**src/rtl/muldiv_sequencer.sv**
```systemverilog
// rtl/muldiv_sequencer.sv - multi-cycle RV32M multiply/divide unit for the EX stage
//
// Shift-add multiply and restoring divide, one iteration per clock, with a
// single-cycle done pulse and a combinational stall that holds the pipeline.
//
// Optional build macro: MULDIV_EARLY_OUT_EN
//   When defined, operations with a==0, b==0 or signed-division overflow skip
//   the iteration phase and resolve in FIX. The results are identical.
//
// Ports:
//   clk     in   rising-edge clock
//   reset_n in   asynchronous active-low reset
//   start   in   M-extension instruction present in EX (level, held while stalled)
//   funct3  in   000 MUL 001 MULH 010 MULHSU 011 MULHU 100 DIV 101 DIVU 110 REM 111 REMU
//   src_a   in   rs1 operand (multiplicand / dividend)
//   src_b   in   rs2 operand (multiplier / divisor)
//   flush   in   abandon any in-flight operation
//   stall   out  freeze IF/ID/EX (combinational)
//   busy    out  registered, high outside IDLE
//   done    out  registered, one-cycle pulse with a valid result
//   result  out  registered, last completed value
module muldiv_sequencer #(
    parameter int WIDTH = 32
) (
    input  logic             clk,
    input  logic             reset_n,
    input  logic             start,
    input  logic [2:0]       funct3,
    input  logic [WIDTH-1:0] src_a,
    input  logic [WIDTH-1:0] src_b,
    input  logic             flush,
    output logic             stall,
    output logic             busy,
    output logic             done,
    output logic [WIDTH-1:0] result
);

    localparam int CW = $clog2(WIDTH);
    localparam logic [WIDTH-1:0] MIN_NEG = {1'b1, {(WIDTH-1){1'b0}}};

    typedef enum logic [1:0] {
        S_IDLE,
        S_CALC,
        S_FIX,
        S_DONE
    } state_t;

    state_t             state;
    logic [2:0]         op;
    logic               sign_a;
    logic               sign_b;
    logic               a_zero;
    logic               b_zero;
    logic               ovf;
    logic [WIDTH-1:0]   mag_a;
    logic [WIDTH-1:0]   mag_b;
    logic [CW-1:0]      count;
    logic [2*WIDTH-1:0] prod;
    logic [WIDTH-1:0]   rem;
    logic [WIDTH-1:0]   quo;

    // Operand decode, only consumed in IDLE
    logic             a_signed_in;
    logic             b_signed_in;
    logic             neg_a_in;
    logic             neg_b_in;
    logic [WIDTH-1:0] mag_a_in;
    logic [WIDTH-1:0] mag_b_in;
    logic             a_zero_in;
    logic             b_zero_in;
    logic             ovf_in;

    // MUL keeps only the low half, which is sign-agnostic, so it runs unsigned
    assign a_signed_in = (funct3 == 3'b001) | (funct3 == 3'b010) | (funct3[2] & ~funct3[0]);
    assign b_signed_in = (funct3 == 3'b001) | (funct3[2] & ~funct3[0]);
    assign neg_a_in    = a_signed_in & src_a[WIDTH-1];
    assign neg_b_in    = b_signed_in & src_b[WIDTH-1];
    assign mag_a_in    = neg_a_in ? -src_a : src_a;
    assign mag_b_in    = neg_b_in ? -src_b : src_b;
    assign a_zero_in   = (src_a == '0);
    assign b_zero_in   = (src_b == '0);
    assign ovf_in      = funct3[2] & ~funct3[0] & (src_a == MIN_NEG) & (src_b == '1);

`ifdef MULDIV_EARLY_OUT_EN
    logic early_in;
    assign early_in = a_zero_in | b_zero_in | ovf_in;
`endif

    // Multiply step: the low half of prod holds the not-yet-consumed multiplier
    // bits; add |a| into the high half when the current bit is set, then shift.
    logic [WIDTH:0]     mul_sum;
    logic [2*WIDTH-1:0] mul_next;
    assign mul_sum  = {1'b0, prod[2*WIDTH-1:WIDTH]} + (prod[0] ? {1'b0, mag_a} : '0);
    assign mul_next = {mul_sum, prod[WIDTH-1:1]};

    // Divide step: the trial remainder is WIDTH+1 bits wide; when the subtract
    // succeeds the difference is below |b| and fits back in WIDTH bits.
    logic [WIDTH:0]   div_shift;
    logic             div_ok;
    logic [WIDTH-1:0] div_sub;
    assign div_shift = {rem, quo[WIDTH-1]};
    assign div_ok    = (div_shift >= {1'b0, mag_b});
    assign div_sub   = div_shift[WIDTH-1:0] - mag_b;

    // Sign fix-up and special cases. The zero/overflow overrides keep the
    // early-out path correct even though prod/quo/rem were never iterated.
    logic               neg_res;
    logic [2*WIDTH-1:0] prod_s;
    logic [WIDTH-1:0]   quo_s;
    logic [WIDTH-1:0]   rem_s;
    logic [WIDTH-1:0]   a_val;
    logic [WIDTH-1:0]   fix_val;

    assign neg_res = sign_a ^ sign_b;
    assign prod_s  = neg_res ? -prod : prod;
    assign quo_s   = neg_res ? -quo : quo;
    assign rem_s   = sign_a ? -rem : rem;
    assign a_val   = sign_a ? -mag_a : mag_a;

    always_comb begin
        fix_val = '0;
        case (op)
            3'b000:                 fix_val = (a_zero | b_zero) ? '0 : prod_s[WIDTH-1:0];
            3'b001, 3'b010, 3'b011: fix_val = (a_zero | b_zero) ? '0 : prod_s[2*WIDTH-1:WIDTH];
            3'b100, 3'b101: begin
                if (b_zero)      fix_val = '1;
                else if (ovf)    fix_val = a_val;
                else if (a_zero) fix_val = '0;
                else             fix_val = quo_s;
            end
            default: begin
                if (b_zero)               fix_val = a_val;
                else if (ovf | a_zero)    fix_val = '0;
                else                      fix_val = rem_s;
            end
        endcase
    end

    assign stall = ((state == S_IDLE) & start) | (state == S_CALC) | (state == S_FIX);

    always_ff @(posedge clk or negedge reset_n) begin
        if (!reset_n) begin
            state  <= S_IDLE;
            busy   <= 1'b0;
            done   <= 1'b0;
            result <= '0;
            op     <= '0;
            sign_a <= 1'b0;
            sign_b <= 1'b0;
            a_zero <= 1'b0;
            b_zero <= 1'b0;
            ovf    <= 1'b0;
            mag_a  <= '0;
            mag_b  <= '0;
            count  <= '0;
            prod   <= '0;
            rem    <= '0;
            quo    <= '0;
        end else begin
            done <= 1'b0;
            if (flush) begin
                state <= S_IDLE;
                busy  <= 1'b0;
            end else begin
                case (state)
                    S_IDLE: begin
                        if (start) begin
                            op     <= funct3;
                            sign_a <= neg_a_in;
                            sign_b <= neg_b_in;
                            a_zero <= a_zero_in;
                            b_zero <= b_zero_in;
                            ovf    <= ovf_in;
                            mag_a  <= mag_a_in;
                            mag_b  <= mag_b_in;
                            count  <= CW'(WIDTH - 1);
                            prod   <= {{WIDTH{1'b0}}, mag_b_in};
                            rem    <= '0;
                            quo    <= mag_a_in;
                            busy   <= 1'b1;
`ifdef MULDIV_EARLY_OUT_EN
                            state  <= early_in ? S_FIX : S_CALC;
`else
                            state  <= S_CALC;
`endif
                        end
                    end
                    S_CALC: begin
                        if (op[2]) begin
                            rem <= div_ok ? div_sub : div_shift[WIDTH-1:0];
                            quo <= {quo[WIDTH-2:0], div_ok};
                        end else begin
                            prod <= mul_next;
                        end
                        count <= count - 1'b1;
                        if (count == '0) begin
                            state <= S_FIX;
                        end
                    end
                    S_FIX: begin
                        result <= fix_val;
                        done   <= 1'b1;
                        state  <= S_DONE;
                    end
                    default: begin
                        busy  <= 1'b0;
                        state <= S_IDLE;
                    end
                endcase
            end
        end
    end

endmodule

```
**config.mk**
```make
export PLATFORM = sky130hd
export DESIGN_NAME = muldiv_sequencer
export DESIGN_NICKNAME = d
export VERILOG_FILES = /design/src/rtl/muldiv_sequencer.sv
export SDC_FILE = /design/constraint.sdc
export NUM_CORES = 1
export LEC_CHECK = 0
export ABC_AREA = 1
export CORE_MARGIN = 1
export CORE_UTILIZATION = 50
export CTS_CLUSTER_SIZE = 16
export DETAILED_ROUTE_END_ITERATION = 6
export PLACE_DENSITY = 0.67
export SKIP_LAST_GASP = 1
export SYNTH_ARGS = -nofsm -noshare
export SYNTH_HDL_FRONTEND = slang
export SYNTH_SLANG_ARGS = --single-unit
```
**constraint.sdc**
```tcl
create_clock -name clk -period 5.9 [get_ports clk]
set_clock_uncertainty 0.1 [all_clocks]
set_input_delay 1.475 -clock clk [delete_from_list [all_inputs] [get_ports clk]]
set_output_delay 1.475 -clock clk [all_outputs]
set_load 0.02 [all_outputs]
```
==> qor.txt, run 1 <==
number of max-slew violations in the final report - 0
Top-Level Pins - 106
beginning of the worst register-to-register path - prod[0]
drt wl/cell - 21.70 um
per-cell via count in the routed design - 6.042
maximum clock frequency - 230.0 MHz
clock tree from TritonCTS - yes
accumulated negative setup slack - 0 ns
clock transition at the registers of the reported paths - 0.05 ns
number of placement rows - 76
wire length of the first global-routing pass - 138100 um
R2R setup slack - 1.94 ns
met2 wirelength from detailed routing - 39890 um
post-route ant nets - 0
sink count of the clock tree - 241
reg2reg end - prod[59]
most repeated library cell on the critical path - clkdlybuf4s50_1
antenna diode instance count - 0
most used standard cells in the synthesized netlist - 1007 x nand2_1, 406 x inv_1, 395 x nor2_1
hold crit path type - flop to flop
sink of the worst hold path - result[9]
layout cell share with drive strength beyond 1 - 3.800%
First DRT Iteration DRCs - 3318
arrival time worst endpoint - 2.77 ns
post-route cell area - 0.02465 mm^2
post-detailed-route DRC marker count - 14
IO buf count - 105
horizontal die dimension - 212.6 um
syn avg cell area - 6.157 um^2
Final Hold Vio Count - 0
Slew Limit Headroom - 27.34%
failing checks - DRC
count of distinct cell types in the synthesized netlist - 53
net count reported at finish - 3787
crit path kind - input pin to primary output
PostCTS Resize Cnt - 0
DIE AREA - 0.04519 mm^2
number of buffers inserted by post-CTS setup repair - 0
Die Ht - 212.6 um
FFs w/ async S/R, synth - 100.0%
area share of the largest cell type after synthesis - 27.20%
peak supply drop - 0.3343 mV
antenna violations before repair - 0
post-layout util - 56.84%
unrepaired setup endpoints after global routing - false
Tightest Pin Transition - 1.090 ns
library cell contributing the largest single delay on the critical path - clkdlybuf4s50_1
required time of the critical path - 4.32 ns
length of routed wiring on met1 - 37450 um
H-tree lvl count - 1
total standard cell area after synthesis - 0.02217 mm^2
Setup-failing EPs final - 0
all-layer global routing usage - 40.44%
placed wire-length estimate - 72970 um
effective utilization at floorplan - 51.13%
leftover overflow at the end of global routing - 0
fraction of the yosys area taken by sequential cells - 27.20%
final period utilization - 73.69%
clock tree buffer depth - 3
cell count of the worst reg-to-reg path - 13
core area - 0.04336 mm^2
number of inserted filler cells in the final layout - 4516
global placer's final weighted congestion - 1.068
post-synth top area cell - dfrtp_1
run status - complete, but fails checks
P_leak - 12.22 nW
number of synthesized flops with an enable pin - 0
startpoint kind of the worst setup timing path - input pin
launch instance of the worst min-delay path - result[9]
Post-CTS Hold Fix Bufs - 0
worst-path fanout max - 2
largest net degree at the start of global routing - 106
sort of element at the end of the critical path - primary output
top area cells in the synthesized netlist - dfrtp_1 27%, nand2_1 17%, nand3_1 8.6%, o21ai_0 7.1%, inv_1 6.9%
number of nets in the synthesized netlist - 3750
Synth Instances - 3601
number of detailed-routing iterations run before antenna repair - 7
uppermost layer routed - met4
Clk Latency, worst-skew pair - 0.59 ns
number of global-route vias before repair - 23440
flops & latches, synth - 241
number of buffers inserted during clock tree synthesis - 29
P&R area growth vs syn - 11.17%
top-count cell post-synth - nand2_1
yosys warns - 0
metal3 WL - 8342 um
clk root buf - clkbuf_16
total cell area at the placement stage - 0.02359 mm^2
MaxCap Viol Count - 0
top_reg_cell synth - dfrtp_1
power per standard cell area - 567.3 mW/mm^2
routed wire length - 92090 um
Period minus WS final - 4.348 ns
Slowest Stage Delay on Critical Path - 0.62 ns
detailed-route via count - 25640
cell depth of the worst min-delay path - 2
cells traversed along the worst timing path - clkdlybuf4s50_1 > nand2_1 > nand3_1 > clkdlybuf4s50_1
## cell usage in the layout, fill, tap and decap left out, types with 4 or more instances in the layout
cell,n
nand2_2,8
nor2_1,393
o31ai_1,11
ha_1,75
bufinv_16,7
buf_4,24
inv_2,10
o21ai_2,11
xor2_1,79
o21a_1,8
o21bai_1,10
clkdlybuf4s50_1,104
nor2_2,6
clkinv_2,7
nand2_1,1007
nand3b_1,17
a21o_1,10
o221ai_1,24
or2_2,7
a31oi_1,15
nor4_1,8
nor2_4,4
clkbuf_8,5
nand4_1,60
xnor2_1,25
o211ai_1,29
a21boi_0,5
nor3_1,47
nand3_1,381
o21ai_1,27
inv_1,406
dfrtp_1,240
clkbuf_16,29
o21ai_0,313
a21oi_1,184
o22ai_1,24
## logic make-up after synthesis
group,count (synthesis),synth area share (%)
flip-flops,241,27.20
XOR/XNOR,104,4.108
buffers and inverters,543,9.780
AND/OR/NAND/NOR,1954,37.22
adder cells (fa/ha/maj),78,4.470
AO/OA/AOI/OAI,681,17.22
## per-layer routing
metal | global-route usage, % | vias to the layer above
li1 | - | 11940
met1 | 53.72 | 11990
met2 | 62.25 | 1437
met3 | 5.436 | 275
met4 | 24.98 | 0
met5 | 0 | -
## critical path: cells and delay by family
kind                   cells  cell delay, ns
buffers and inverters      2            1.10
AND/OR/NAND/NOR            2            0.20
## how the worst max path moves through the flow
stage	startpoint	end	slack (ns)	cells after the start
final	start	stall	1.55	4
after global routing	start	stall	1.53	4
after global placement	start	quo[20]	1.50	10
after CTS	start	stall	1.55	4
after detailed placement	start	quo[25]	1.43	10
after floorplan	start	stall	2.59	2
## area by class of cell
cell class                      count  area, um^2  area share (%)
Tap cell                          585       732.0           2.970
Multi-Input combinational cell   2817       13990           56.77
Sequential cell                   241        6032           24.47
Clock inverter                     16       261.5           1.061
Timing Repair Buffer              130        1256           5.097
Inverter                          419        1575           6.391
Clock buffer                       35       798.3           3.239
## flip-flops by register name, summed over array words and instances (netlist names), 3 cells and up
name	flops
op	3
prod	64
count	5
quo	32
rem	32
result	32
mag_b	32
mag_a	32
## through the flow
stage          instances  power (mW)  hold slack, ns  worst slack, ns
5_1_grt             4243       14.89          0.4132            1.527
6_report            4243       13.98          0.3829            1.552
2_1_floorplan       3601       8.690          0.3429            2.590
4_1_cts             4243       13.69          0.3809            1.552
3_5_place_dp        4192       11.62          0.3654            1.433
3_3_place_gp        4192       11.50          0.3603            1.496
## where the power goes
| part | switching (mW) | internal (mW) |
|---|---|---|
| Sequential | 0.768 | 2.29 |
| Clock | 0.780 | 1.26 |
| Combinational | 6.24 | 2.65 |
| Total | 7.78 | 6.20 |
Power figures use the tool's default switching activity.
==> run 2, diff against run 1 <==
- clock period: 5.9 -> 4.36 ns (I/O delays scaled with it)
==> qor.txt, run 2 (synthesis gave the netlist of run 1 again) <==
run status - complete, but fails checks (unchanged)
failing checks - DRC (unchanged)
maximum clock frequency - 278.5 MHz
required time of the critical path - 3.17 ns (was 4.32 ns)
detailed-route via count - 25860 (was 25640)
per-cell via count in the routed design - 6.070 (was 6.042)
number of detailed-routing iterations run before antenna repair - 7 (unchanged)
number of buffers inserted during clock tree synthesis - 30 (was 29)
Top delay family on crit path - buffers and inverters (unchanged)
Die Ht - 212.6 um (unchanged)
PostCTS Resize Cnt - 0 (unchanged)
peak supply drop - 0.4226 mV (was 0.3343 mV)
DIE AREA - 0.04519 mm^2 (unchanged)
power per standard cell area - 767.8 mW/mm^2 (was 567.3 mW/mm^2)
clock tree buffer depth - 3 (unchanged)
net count reported at finish - 3800 (was 3787)
IO buf count - 105 (unchanged)
Period minus WS final - 3.590 ns
number of global-route vias before repair - 23640 (was 23440)
clock transition at the registers of the reported paths - 0.06 ns (was 0.05 ns)
Final Hold Vio Count - 0 (unchanged)
accumulated negative setup slack - 0 ns (unchanged)
Tightest Pin Transition - 0.9337 ns (was 1.090 ns)
clock tree from TritonCTS - yes (unchanged)
clk root buf - clkbuf_16 (unchanged)
sort of element at the end of the critical path - primary output (unchanged)
switching part of the total power - 55.62% (was 55.66%)
horizontal die dimension - 212.6 um (unchanged)
unrepaired setup endpoints after global routing - false (unchanged)
final period utilization - 82.34%
post-detailed-route DRC marker count - 8 (was 14)
share of power burned in registers - 21.4% (was 21.9%)
worst slack after detailed placement - 0.7198 ns (was 1.433 ns)
number of buffer and inverter instances along the worst setup path - 2 (unchanged)
Worst Setup Slack, final - 0.7700 ns (was 1.552 ns)
core area - 0.04336 mm^2 (unchanged)
library cell contributing the largest single delay on the critical path - clkdlybuf4s50_1 (unchanged)
number of placement rows - 76 (unchanged)
most used cells in the layout excluding fill and tap cells - 1007 x nand2_1, 406 x inv_1, 393 x nor2_1 (unchanged)
Non-Filler Instances - 4261 (was 4243)
most common library cell in the layout ignoring fill and taps - nand2_1 (unchanged)
number of max-slew violations in the final report - 0 (unchanged)
MaxCap Viol Count - 0 (unchanged)
Post-CTS Hold Fix Bufs - 0 (unchanged)
Top-Level Pins - 106 (unchanged)
number of flip-flops in the largest register - 64 (unchanged)
arrival time worst endpoint - 2.40 ns (was 2.77 ns)
number of buffers inserted by post-CTS setup repair - 0 (unchanged)
P&R area growth vs syn - 11.91% (was 11.17%)
Setup-failing EPs final - 0 (unchanged)
cells traversed along the worst timing path - clkdlybuf4s50_1 > nand2_1 > nand3_1 > clkdlybuf4s50_1 (unchanged)
H-tree lvl count - 1 (unchanged)
R2R setup slack - 1.10 ns (was 1.94 ns)
number of placed instances with taps included - 4204 (was 4192)
drt wl/cell - 21.71 um (was 21.70 um)
leftover overflow at the end of global routing - 0 (unchanged)
clock power share - 15.0% (was 14.6%)
antenna violations before repair - 2 (was 0)
largest net degree at the start of global routing - 104 (was 106)
effective utilization at floorplan - 51.13% (unchanged)
startpoint kind of the worst setup timing path - input pin (unchanged)
Clk Latency, worst-skew pair - 0.59 ns (about the same)
sink count of the clock tree - 241 (unchanged)
Most flops, register - prod (unchanged)
P_leak - 12.30 nW (was 12.22 nW)
post-route ant nets - 0 (unchanged)
Slowest Stage Delay on Critical Path - 0.63 ns (was 0.62 ns)
cell internal pwr - 8.454 mW (was 6.199 mW)
Gate power share - 63.6% (was 63.5%)
wire length of the first global-routing pass - 138900 um (was 138100 um)
global placer's final weighted congestion - 1.086 (was 1.068)
crit path kind - input pin to primary output (unchanged)
routed wire length - 92490 um (was 92090 um)
most repeated library cell on the critical path - clkdlybuf4s50_1 (unchanged)
Slew Limit Headroom - 37.75% (was 27.34%)
power dissipated by switching net loads - 10.60 mW (was 7.783 mW)
hold crit path type - input pin to asynchronous set/reset pin (was flop to flop)
placed wire-length estimate - 73130 um (was 72970 um)
worst-path fanout max - 2 (unchanged)
First DRT Iteration DRCs - 3054 (was 3318)
layout cell share with drive strength beyond 1 - 4.163% (was 3.800%)
all-layer global routing usage - 40.72% (was 40.44%)
[run 2: stage by stage]
stage               util (%)  area [um^2]  total power [mW]  hold slack (ns)
finish                 57.22        24810             19.05           0.3325
global route           57.21        24810             20.28           0.3885
CTS                    57.21        24810             18.68           0.3691
detailed placement     54.66        23700             15.78           0.3659
global placement       54.66        23700             15.60           0.3592
floorplan                  -        22170             11.76           0.3429
[run 2: layer usage]
metal | global-route usage, % | part of all wire (%)
met5 | 0 | 0
met4 | 25.90 | 7.5
met3 | 7.371 | 9.7
met2 | 62.29 | 43
met1 | 52.92 | 40
[run 2: final cells by class]
class                   instances  area, um^2
diodes                          1       2.502
clock buffers                  40       859.6
clock inverters                16       246.5
fillers                      4449       18550
inverters                     419        1575
multi-input cells            2817       13990
flip-flops and latches        241        6032
well taps                     585       732.0
repair buffers                142        1371
[run 2: path summary, 6_finish.rpt]
path                            start         end  cells after the start
max in group asynchronous     reset_n      rem[5]                      2
max                             start       stall                      4
min in group clk           result[22]  result[22]                      2
min                           reset_n    prod[62]                      1
min reg2reg                result[22]  result[22]                      2
max reg2reg                   rem[19]     rem[25]                     10
[run 2: power groups by stage]
stage          clock network (mW)  logic [mW]  registers, mW
6_report                     2.85        12.1           4.08
5_1_grt                      2.93        13.2           4.15
4_1_cts                      2.86        11.8           4.04
3_5_place_dp                    0        11.7           4.07
3_3_place_gp                    0        11.5           4.05
2_1_floorplan                   0        7.93           3.83
